==> config.mk <==
export PLATFORM = sky130hd
export DESIGN_NAME = spi_transmit_scheduler
export DESIGN_NICKNAME = d
export VERILOG_FILES = /design/src/rtl/spi_transmit_scheduler.sv
export SDC_FILE = /design/constraint.sdc
export NUM_CORES = 1
export LEC_CHECK = 0
export CORE_ASPECT_RATIO = 0.7
export CORE_MARGIN = 1.5
export CORE_UTILIZATION = 45
export CTS_CLUSTER_DIAMETER = 200
export DETAILED_ROUTE_END_ITERATION = 16
export GPL_TIMING_DRIVEN = 0
export PLACE_DENSITY = 0.8
export SLEW_MARGIN = 20
export SYNTH_ARGS = -nofsm -noshare
export SYNTH_HDL_FRONTEND = slang
export SYNTH_SLANG_ARGS = --single-unit
==> constraint.sdc <==
create_clock -name clock -period 2.35 [get_ports clock]
set_clock_uncertainty 0.15 [all_clocks]
set_input_delay 0.47 -clock clock [delete_from_list [all_inputs] [get_ports clock]]
set_output_delay 0.47 -clock clock [all_outputs]
set_load 0.02 [all_outputs]
==> src/rtl/spi_transmit_scheduler.sv <==
// Round-robin scheduler that shares one SPI transmitter between two requesters,
// sequencing load/ss/sclk. Optional abort port: define SPI_TRANSMIT_SCHEDULER_ABORT_EN.
module spi_transmit_scheduler #(
    parameter int   bitcount      = 16,
    parameter int   clock_divider = 4,
    parameter int   setup_cycles  = 2,
    parameter int   gap_cycles    = 4,
    parameter logic ss_polarity   = 1'b0,
    parameter logic sclk_polarity = 1'b1
) (
    input  logic                clock,
    input  logic                reset,
    input  logic                req0,
    input  logic                req1,
    input  logic [bitcount-1:0] data0,
    input  logic [bitcount-1:0] data1,
`ifdef SPI_TRANSMIT_SCHEDULER_ABORT_EN
    input  logic                abort,
`endif
    output logic                grant0,
    output logic                grant1,
    output logic [bitcount-1:0] data,
    output logic                load,
    output logic                ss,
    output logic                sclk,
    output logic                busy,
    output logic                done,
    output logic                channel
);

    localparam int CMAX_A = (clock_divider > setup_cycles) ? clock_divider : setup_cycles;
    localparam int CMAX   = (CMAX_A > gap_cycles) ? CMAX_A : gap_cycles;
    localparam int CW     = $clog2(CMAX + 1);
    localparam int TW     = $clog2(2 * bitcount + 1);

    typedef enum logic [2:0] {IDLE, LOAD, SETUP, SHIFT, HOLD, GAP} state_t;

    state_t              state_q, state_d;
    logic [CW-1:0]       cnt_q, cnt_d;
    logic [TW-1:0]       tcnt_q, tcnt_d;
    logic [bitcount-1:0] data_q, data_d;
    logic                channel_q, channel_d;
    logic                last_q, last_d;
    logic                grant0_q, grant0_d;
    logic                grant1_q, grant1_d;
    logic                load_q, load_d;
    logic                ss_q, ss_d;
    logic                sclk_q, sclk_d;
    logic                busy_q, busy_d;
    logic                done_q, done_d;
    logic                aborted_q, aborted_d;
    logic                abort_hit;
    logic                pick;

`ifdef SPI_TRANSMIT_SCHEDULER_ABORT_EN
    assign abort_hit = abort;
`else
    assign abort_hit = 1'b0;
`endif

    always_comb begin
        state_d   = state_q;
        cnt_d     = cnt_q + 1'b1;
        tcnt_d    = tcnt_q;
        data_d    = data_q;
        channel_d = channel_q;
        last_d    = last_q;
        grant0_d  = 1'b0;
        grant1_d  = 1'b0;
        done_d    = 1'b0;
        sclk_d    = sclk_q;
        aborted_d = aborted_q;
        // On a tie the channel not served last wins; last_q resets to 1 so channel 0 wins first.
        pick      = (req0 && req1) ? ~last_q : req1;

        case (state_q)
            IDLE: begin
                cnt_d     = '0;
                tcnt_d    = '0;
                aborted_d = 1'b0;
                if (req0 || req1) begin
                    grant0_d  = ~pick;
                    grant1_d  = pick;
                    data_d    = pick ? data1 : data0;
                    channel_d = pick;
                    last_d    = pick;
                    state_d   = LOAD;
                end
            end
            LOAD: begin
                if (cnt_q == CW'(1)) begin
                    cnt_d   = '0;
                    state_d = SETUP;
                end
            end
            SETUP: begin
                if (cnt_q == CW'(setup_cycles - 1)) begin
                    cnt_d   = '0;
                    state_d = SHIFT;
                end
            end
            SHIFT: begin
                if (cnt_q == CW'(clock_divider - 1)) begin
                    cnt_d  = '0;
                    sclk_d = ~sclk_q;
                    tcnt_d = tcnt_q + 1'b1;
                    if (tcnt_q == TW'(2 * bitcount - 1)) begin
                        tcnt_d  = '0;
                        state_d = HOLD;
                    end
                end
            end
            HOLD: begin
                if (cnt_q == CW'(clock_divider - 1)) begin
                    cnt_d   = '0;
                    state_d = GAP;
                end
            end
            GAP: begin
                if (cnt_q == CW'(gap_cycles - 1)) begin
                    cnt_d   = '0;
                    done_d  = ~aborted_q;
                    state_d = IDLE;
                end
            end
            default: begin
                cnt_d   = '0;
                state_d = IDLE;
            end
        endcase

        if (abort_hit && (state_q == SETUP || state_q == SHIFT || state_q == HOLD)) begin
            state_d   = GAP;
            cnt_d     = '0;
            tcnt_d    = '0;
            sclk_d    = sclk_polarity;
            aborted_d = 1'b1;
        end

        // Outputs are registered from the next state so they line up with it.
        ss_d   = (state_d == SETUP || state_d == SHIFT || state_d == HOLD) ? ss_polarity : ~ss_polarity;
        load_d = (state_d == LOAD);
        busy_d = (state_d != IDLE);
    end

    always_ff @(posedge clock or posedge reset) begin
        if (reset) begin
            state_q   <= IDLE;
            cnt_q     <= '0;
            tcnt_q    <= '0;
            data_q    <= '0;
            channel_q <= 1'b0;
            last_q    <= 1'b1;
            grant0_q  <= 1'b0;
            grant1_q  <= 1'b0;
            load_q    <= 1'b0;
            ss_q      <= ~ss_polarity;
            sclk_q    <= sclk_polarity;
            busy_q    <= 1'b0;
            done_q    <= 1'b0;
            aborted_q <= 1'b0;
        end else begin
            state_q   <= state_d;
            cnt_q     <= cnt_d;
            tcnt_q    <= tcnt_d;
            data_q    <= data_d;
            channel_q <= channel_d;
            last_q    <= last_d;
            grant0_q  <= grant0_d;
            grant1_q  <= grant1_d;
            load_q    <= load_d;
            ss_q      <= ss_d;
            sclk_q    <= sclk_d;
            busy_q    <= busy_d;
            done_q    <= done_d;
            aborted_q <= aborted_d;
        end
    end

    assign grant0  = grant0_q;
    assign grant1  = grant1_q;
    assign data    = data_q;
    assign load    = load_q;
    assign ss      = ss_q;
    assign sclk    = sclk_q;
    assign busy    = busy_q;
    assign done    = done_q;
    assign channel = channel_q;

endmodule
==> results of run 1 <==
-- synthesized netlist by cell type, types with 2 or more instances --
cell type                  number  area (um2)
sky130_fd_sc_hd__a21o_1        19         143
sky130_fd_sc_hd__a21oi_1        6        30.0
sky130_fd_sc_hd__a22o_1        18         158
sky130_fd_sc_hd__and3_1         2        12.5
sky130_fd_sc_hd__buf_2          3        15.0
sky130_fd_sc_hd__buf_4          3        22.5
sky130_fd_sc_hd__dfrtp_1       34         851
sky130_fd_sc_hd__dfstp_2        3        78.8
sky130_fd_sc_hd__ha_1           5        62.6
sky130_fd_sc_hd__inv_1          8        30.0
sky130_fd_sc_hd__nand2_1        5        18.8
sky130_fd_sc_hd__nand2b_1       5        31.3
sky130_fd_sc_hd__nand3_1        2        10.0
sky130_fd_sc_hd__nand3b_1       2        15.0
sky130_fd_sc_hd__nor2_1        11        41.3
sky130_fd_sc_hd__nor3_1         2        10.0
sky130_fd_sc_hd__o21ai_0        7        35.0
sky130_fd_sc_hd__o31ai_1        2        15.0
sky130_fd_sc_hd__xnor2_1        3        26.3
-- worst reg2reg max path, stage by stage (launching register included) --
cell,delay [ps]
sky130_fd_sc_hd__dfrtp_1,370
sky130_fd_sc_hd__ha_1,180
sky130_fd_sc_hd__ha_1,290
sky130_fd_sc_hd__inv_1,70
sky130_fd_sc_hd__o31a_1,330
sky130_fd_sc_hd__a2111oi_4,340
sky130_fd_sc_hd__or3b_1,380
-- cell type report --
| class | count | area share [%] |
|---|---|---|
| flip-flops and latches | 37 | 36.8 |
| multi-input cells | 108 | 31.2 |
| repair buffers | 59 | 23.4 |
| clock buffers | 6 | 2.88 |
| well taps | 50 | 2.48 |
| plain buffers | 7 | 1.64 |
| inverters | 8 | 1.19 |
| clock inverters | 2 | 0.397 |
-- power groups by stage --
| stage | sequential, W | clock, W | combinational (W) |
|---|---|---|---|
| after floorplan | 0.000649 | 0 | 0.0000102 |
| after global placement | 0.000649 | 0 | 0.0000728 |
| after detailed placement | 0.000649 | 0 | 0.0000736 |
| after CTS | 0.000637 | 0.000421 | 0.0000743 |
| after global routing | 0.000636 | 0.000458 | 0.0000794 |
| final | 0.000637 | 0.000409 | 0.0000734 |
-- sequential cells by signal (all words and copies together), names as in the netlist --
name and flops:
last_q 1, grant0 1, grant1 1, ss 1
state_q 3, data 16, busy 1, done 1
cnt_q 3, channel 1, load 1, sclk 1
tcnt_q 6
-- path summary, 6_finish.rpt --
check,start,endpoint,slack [ps]
setup / recovery,cnt_q[0],busy,120
setup reg to reg,cnt_q[0],busy,120
max in group asynchronous,reset,data[3],1090
min in group asynchronous,reset,tcnt_q[0],480
hold / removal,cnt_q[0],cnt_q[0],320
hold reg to reg,cnt_q[0],cnt_q[0],320
-- kinds of logic after synthesis --
kind of cell             Yosys count  share of synthesized area (%)
adder cells (fa/ha/maj)            5                           3.50
buffers and inverters             15                           3.99
AO/OA/AOI/OAI                     59                           25.7
flip-flops                        37                           52.0
AND/OR/NAND/NOR                   40                           12.7
multiplexers                       1                          0.630
XOR/XNOR                           3                           1.47
-- per-layer routing --
layer | track usage [%] | part of all wire, % | up-vias
li1 | - | - | 713
met1 | 27.8 | 48 | 703
met2 | 30.2 | 45 | 48
met3 | 5.90 | 5.9 | 2
met4 | 6.12 | 0.67 | 0
met5 | 0 | 0 | -
-- per-stage QoR --
step           hold slack (ps)  worst slack [ps]  utilization, %
4_1_cts                    321               134            68.7
3_5_place_dp               311              81.7            66.5
6_report                   316               121            68.7
3_3_place_gp               301              92.5            66.5
2_1_floorplan              289               302               -
5_1_grt                    341              15.6            68.7
==> impl_summary.md, run 1 <==
Run status
The run finished with clean final reports.

Die
The die outline area is about 4400 um2. The die is between 50 and 60 um tall. The number of top-level design ports is 60.

The die boundary width is 78.3 um. The core region is 3670 um2. The effective utilization at floorplan is about 50%. After floorplanning, the core was divided into 18 placement rows.

Global route
The via count of the first global-routing pass is roughly 1,400. For this run the aggregate overflow at the end of global routing stands at 0. The first global-routing pass estimated about 6800 um of wire.

Entering global routing, the biggest net connects 38 pins. The number of antenna violations at the first check in global routing is 0. Global routing used about 20% of the available tracks.

STA
The setup violation total in the final timing report is 0. Setup repair after global routing left no endpoint under its margin. The clock period could shrink to 2230 ps.

Summed over all failing endpoints, the final setup total negative slack is 0 ps. The fraction of the cycle the final worst path needs is a little over nine tenths. The hold violation count in the final report came to 0.

The number of pins with negative max-slew slack in the final report was 0. The headroom to the max-slew limit is roughly 52%. The maximum frequency from static timing analysis is between 400 and 500 MHz.

For the pin with the worst max-slew slack, the measured transition is 724 ps.

Synth
The Yosys step of the flow raised 0 warnings. Of all flip-flops after synthesis, the portion carrying an async set or reset was between 90% and 100%. The post-synthesis net count is between 200 and 250. The synthesized design contains 37 register bits. The sequential area share after synthesis is between 50% and 60%. The post-synthesis instance area is 1790 um2. The average cell area after synthesis is 11.2 um2. The count of flip-flops with a built-in enable after synthesis is 0. The number of instances in the synthesized netlist is between 150 and 200.

The most used flip-flop cell after synthesis is sky130_fd_sc_hd__dfrtp_1. Counting distinct cell types in the post-synthesis netlist gives 39.

Routing
For this block, the routed nets add up to about 4000 um of wire. The remaining antenna violation count after routing is 0. The final route contains roughly 1,500 vias.

The detailed router's first-iteration violation count is 86. For this run, design rule violations remaining after detail routing come to 0. The average wire per cell in the routed design is approximately 15 um. In the routed layout, each cell is associated on average with a via count of approximately 5.3. The detailed-router iteration count before antenna repair is 4.

Layout
The post-route cell area is 2520 um2. Summing all flip-flop and latch instances after layout gives between 900 and 1000 um2. Once layout is complete, the cells apart from fillers number approximately 280. In the final design database the tool counted between 200 and 300 nets. The number of antenna cells inserted is 0.

From synthesis to final layout, the design area changed by 41.1%. The top cell types in the final layout, fill and taps aside, are 59 x sky130_fd_sc_hd__clkdlybuf4s50_1, 34 x sky130_fd_sc_hd__dfrtp_1, 19 x sky130_fd_sc_hd__a21o_1. The filler cells instantiated in the layout total approximately 270.

In the final layout, the share of cells above drive strength 1 is between 10% and 20%. The library cell used most frequently in the layout, excluding fill and tap cells, is sky130_fd_sc_hd__clkdlybuf4s50_1. In the final layout, the multi-input gates occupy slightly below 800 um2.

Clock network
The number of cells upsized or downsized after cts is 0. The clock latency at the later pin of the worst-skew pair is between 200 and 300 ps. CTS saw 37 sinks. After clock tree synthesis, the clock-pin slew on the worst setup and hold paths is 70 ps. The number of levels in the clock H-tree is 2.

In this run the deepest clock path goes through 2 buffers. The total CTS buffers is 5. The master cell of the clock root buffer is sky130_fd_sc_hd__clkbuf_8. The clock tree from TritonCTS is yes.

The number of buffers added to fix hold violations after cts is 0. The number of post-CTS setup repair buffers is 0.

Critical path
Among the stages of the critical path, the cell type that occurs most often is sky130_fd_sc_hd__ha_1. Counting cells, the worst reg-to-reg path comes to 6. The critical path class is reg2reg. The maximum fanout along the worst path is 6. Together, buffers and inverters on the worst path number 1. The kind of start point of the critical path is a register. Broken down by cell family, the worst path's largest delay share belongs to compound AO/OA/AOI/OAI gates. For the worst setup path, the data arrival time is about 2200 ps. The delay of the slowest cell on the worst path is roughly 380 ps. The critical path goes through ha_1, ha_1, inv_1, o31a_1, a2111oi_4, or3b_1. The slowest stage of the critical path belongs to the cell sky130_fd_sc_hd__or3b_1. Counting buffers and inverters, the worst setup path is 6 cells deep. The kind of capture point of the worst setup path is a register. For the worst setup path, the data required time is ~2400 ps.

Flow run
The tool flagged a number of max-cap violations equal to 0.

Power and ir drop
The combinational cell fraction of total power is 6.6%. The share of total power dissipated in the clock network is a little over a third. Cell internal power was estimated by the tool at 0.000893 W.

The power share of the sequential group is about 57%. The total power is 0.00112 W. Across the VDD grid, the largest voltage drop is 0.000335 V. Net switching is a little over 20% of the power. The analysis attributes to net switching a power of between 0.0002 and 0.00025 W. The leakage power summed over all cells is approximately 1.2 nW. The areal power density over the cells is around 440 nW/um2.

Hold path
The cell count of the worst hold path is 1. The type of the worst min-delay path is reg2reg.

Placed design
The final HPWL from detailed placement is 3080 um. In this run the cell area measured after placement is 2440 um2. The count of input and output buffers is between 50 and 60. The total placed cells including tap cells is 269. At the end of routability-driven placement, the weighted congestion stood at slightly above 0.8.
(Power assumes the default switching activity.)
==> inputs of run 2 (changes only) <==
--- a/config.mk
+++ b/config.mk
@@ -5,6 +5,7 @@
 export SDC_FILE = /design/constraint.sdc
 export NUM_CORES = 1
 export LEC_CHECK = 0
+export ABC_CLOCK_PERIOD_IN_PS = 2350
 export CORE_ASPECT_RATIO = 0.7
 export CORE_MARGIN = 1.5
 export CORE_UTILIZATION = 45
@@ -12,6 +13,7 @@
 export DETAILED_ROUTE_END_ITERATION = 16
 export GPL_TIMING_DRIVEN = 0
 export PLACE_DENSITY = 0.8
+export SKIP_CTS_REPAIR_TIMING = 1
 export SLEW_MARGIN = 20
 export SYNTH_ARGS = -nofsm -noshare
 export SYNTH_HDL_FRONTEND = slang
==> results of run 2 <==
Same layout as run 1: the final DEF is identical, and so are final timing and power.
==> inputs of run 3 (changes only) <==
--- a/config.mk
+++ b/config.mk
@@ -7,10 +7,11 @@
 export LEC_CHECK = 0
 export ABC_CLOCK_PERIOD_IN_PS = 2350
 export CORE_ASPECT_RATIO = 0.7
-export CORE_MARGIN = 1.5
+export CORE_MARGIN = 1
 export CORE_UTILIZATION = 45
 export CTS_CLUSTER_DIAMETER = 200
 export DETAILED_ROUTE_END_ITERATION = 16
+export GPL_ROUTABILITY_DRIVEN = 0
 export GPL_TIMING_DRIVEN = 0
 export PLACE_DENSITY = 0.8
 export SKIP_CTS_REPAIR_TIMING = 1
==> impl_summary.md, run 3 (synthesis results as in run 1) <==
Layout
In the layout the commonest cells are 59 x sky130_fd_sc_hd__clkdlybuf4s50_1, 34 x sky130_fd_sc_hd__dfrtp_1, 19 x sky130_fd_sc_hd__a21o_1. Compared with the post-synthesis result, the final layout area differs by 43.2%. At the end of the flow, the number of nets in the layout was 267. At the end of the flow the core is filled with cells to between 70% and 80%. The number of flip-flops under the largest register name is 16. The area taken by flip-flops and latches is 930 um2. The share of post-route cells with drive strength above 1 is about an eighth. The number of antenna diodes in the final layout is 0. The most common cell after layout, fill and taps aside is sky130_fd_sc_hd__clkdlybuf4s50_1. The filler cells instantiated in the layout total ~270.

The footprint of the multi-input gates is 790 um2.

Critical path
The kind of capture point of the worst setup path is a register. The required time of the worst setup path is roughly 2400 ps. The critical path launch point is cnt_q[0].

Walking the worst path, the cells encountered are ha_1, ha_2, inv_1, o31a_1, a2111oi_4, or3b_1. In this run the critical register-to-register path is launched from cnt_q[0]. The kind of start point of the critical path is a register. Among all stages on the critical path, the largest delay is contributed by sky130_fd_sc_hd__dfrtp_1.

The critical path class is reg2reg. The maximum fanout along the worst path is 6. The arrival time at the worst endpoint is 2210 ps.

The delay of the slowest cell on the worst path is 370 ps.

Clock network
The clock tree from TritonCTS is yes. After clock tree synthesis, the clock-pin slew on the worst setup and hold paths is 70 ps. The tree is rooted in a sky130_fd_sc_hd__clkbuf_8. The total CTS buffers is 5. The clock net in this run drives a total of 37 sinks. The clock latency at the later pin of the worst-skew pair is between 200 and 300 ps. The longest clock path from root to sink contains 2 buffers.

The number of levels in the clock H-tree is 2.

Global route
For this run, global-route usage on met2 was measured as 36.7%. The first global-routing pass estimated 6730 um of wire. The most used routing layer in global routing is met2. Across every metal layer, demand over resource in global routing totals 21.4%. The remaining global-route overflow is 0. The via count of the first global-routing pass came to ~1,400. The number of antenna violations at the first check in global routing came to 0. Global routing used under 10% of the available met3 tracks. Entering global routing, the biggest net connects 38 pins.

The met1 track demand over resource in global routing is 27.1%.

STA
The setup violation total in the final timing report is 0. The total negative slack for setup checks is 0 ps. Counting I/O delays and the setup requirement, the final critical path takes around 2200 ps. The number of pins with negative max-slew slack in the final report came to 0. The fraction of the cycle the final worst path needs is 93.3%.

The hold violation count in the final report is 0. Setup repair after global routing left no endpoint under its margin. At the pin with the least slew margin, the transition time is roughly 730 ps. The maximum frequency from static timing analysis is between 400 and 500 MHz. The headroom to the max-slew limit is between 50% and 60%.

Routing
The detailed-router iteration count before antenna repair is 4. Once detail routing completed, the nets flagged for antenna violations numbered 0. For this block, the routed nets add up to roughly 4300 um of wire.

The average wire per cell in the routed design is approximately 15 um. The via density per instance is 5.36. The routed layout has ~1,500 vias. In this run, the number of DRC markers left after iteration 0 of detailed routing was 68. For this run, design rule violations remaining after detail routing come to 0.

Power and ir drop
The worst IR drop on VDD is 0.000454 V. The switching power is approximately 0.00024 W. Summed over all cells, the static leakage comes to 1.22 nW.

The clock power share is 44.0%. The areal power density over the cells is just under 500 nW/um2. The combinational cell fraction of total power is around 5.9%. The internal power is between 0.001 and 0.0015 W. The power share of the sequential group is 50.1%. Net switching is 18.6% of the power.

Flow run
The number of violations of the max-capacitance limit is 0.

Die
In this run the count of I/O pins placed on the die edge is 60. Once the floorplan was initialized, standard cells occupied approximately 49% of the core. The floorplan has 18 rows.

The die boundary width is ~77 um. The die covers 4230 um2. The floorplan step defined a core boundary enclosing around 3600 um2.

Measured along the y axis, the die boundary spans 54.7 um.

Hold path
The worst hold path begins at cnt_q[0]. The path class of the tightest hold or removal check is reg2reg.

Placed design
The final HPWL from detailed placement is 3180 um. The count of input and output buffers is 59.

Run status
The flow ran to the end, and the final reports show no timing, DRC or antenna violations.
==> run 3: changes by cell type in the layout (fill, tap and decap cells not counted) <==
cell,previous run,this run
sky130_fd_sc_hd__bufinv_16,0,1
sky130_fd_sc_hd__clkbuf_8,5,6
sky130_fd_sc_hd__clkinv_2,2,0
sky130_fd_sc_hd__ha_1,5,4
sky130_fd_sc_hd__ha_2,0,1
==> run 3: per-layer routing <==
layer / wire length (um) / up-vias
met3: 204 / 8
met4: 68 / 0
met2: 2080 / 47
met5: 0 / -
met1: 1930 / 721
li1: - / 710
==> run 3: power by group through the flow <==
stage,Clock [W],Sequential [W],Combinational [W]
after floorplan,0,0.000649,0.0000102
after global placement,0,0.000649,0.0000733
after detailed placement,0,0.000649,0.0000748
after CTS,0.000569,0.000637,0.0000756
after global routing,0.000601,0.000636,0.0000801
final,0.000559,0.000637,0.0000746
==> run 3: final timing paths <==
kind | endpoint | slack [ps] | cells after the start
worst min register to register | cnt_q[0] | 320 | 1
max in group asynchronous | state_q[2] | 1100 | 2
worst min-delay path | cnt_q[0] | 320 | 1
min in group asynchronous | data[9] | 480 | 2
worst max register to register | busy | 160 | 6
worst max-delay path | busy | 160 | 6
==> run 3: worst max-delay path: cells and delay by family (launching register included) <==
kind | cells | cell delay, ps
buffers and inverters | 1 | 60
AOI/OAI and AO/OA | 2 | 670
and+or+nand+nor | 1 | 370
DFF | 1 | 370
adders and majority gates | 2 | 450
==> run 3: final cells by class <==
type | instances | share of cell area (%)
flip-flops and latches | 37 | 36.3
multi-input cells | 108 | 30.8
repair buffers | 59 | 23.1
clock buffers | 7 | 3.37
well taps | 50 | 2.44
plain buffers | 7 | 1.61
clock inverters | 1 | 1.17
inverters | 8 | 1.17
==> run 3: stage by stage <==
stage	area [um2]	power, W	hold slack, ps	std cells	setup slack (ps)
after global placement	2440	0.000722	301	269	83.2
after detailed placement	2440	0.000724	308	269	8.53
final	2560	0.00127	317	277	158
after floorplan	1790	0.000659	289	160	302
after global routing	2560	0.00132	345	277	70.3
after CTS	2560	0.00128	317	277	106
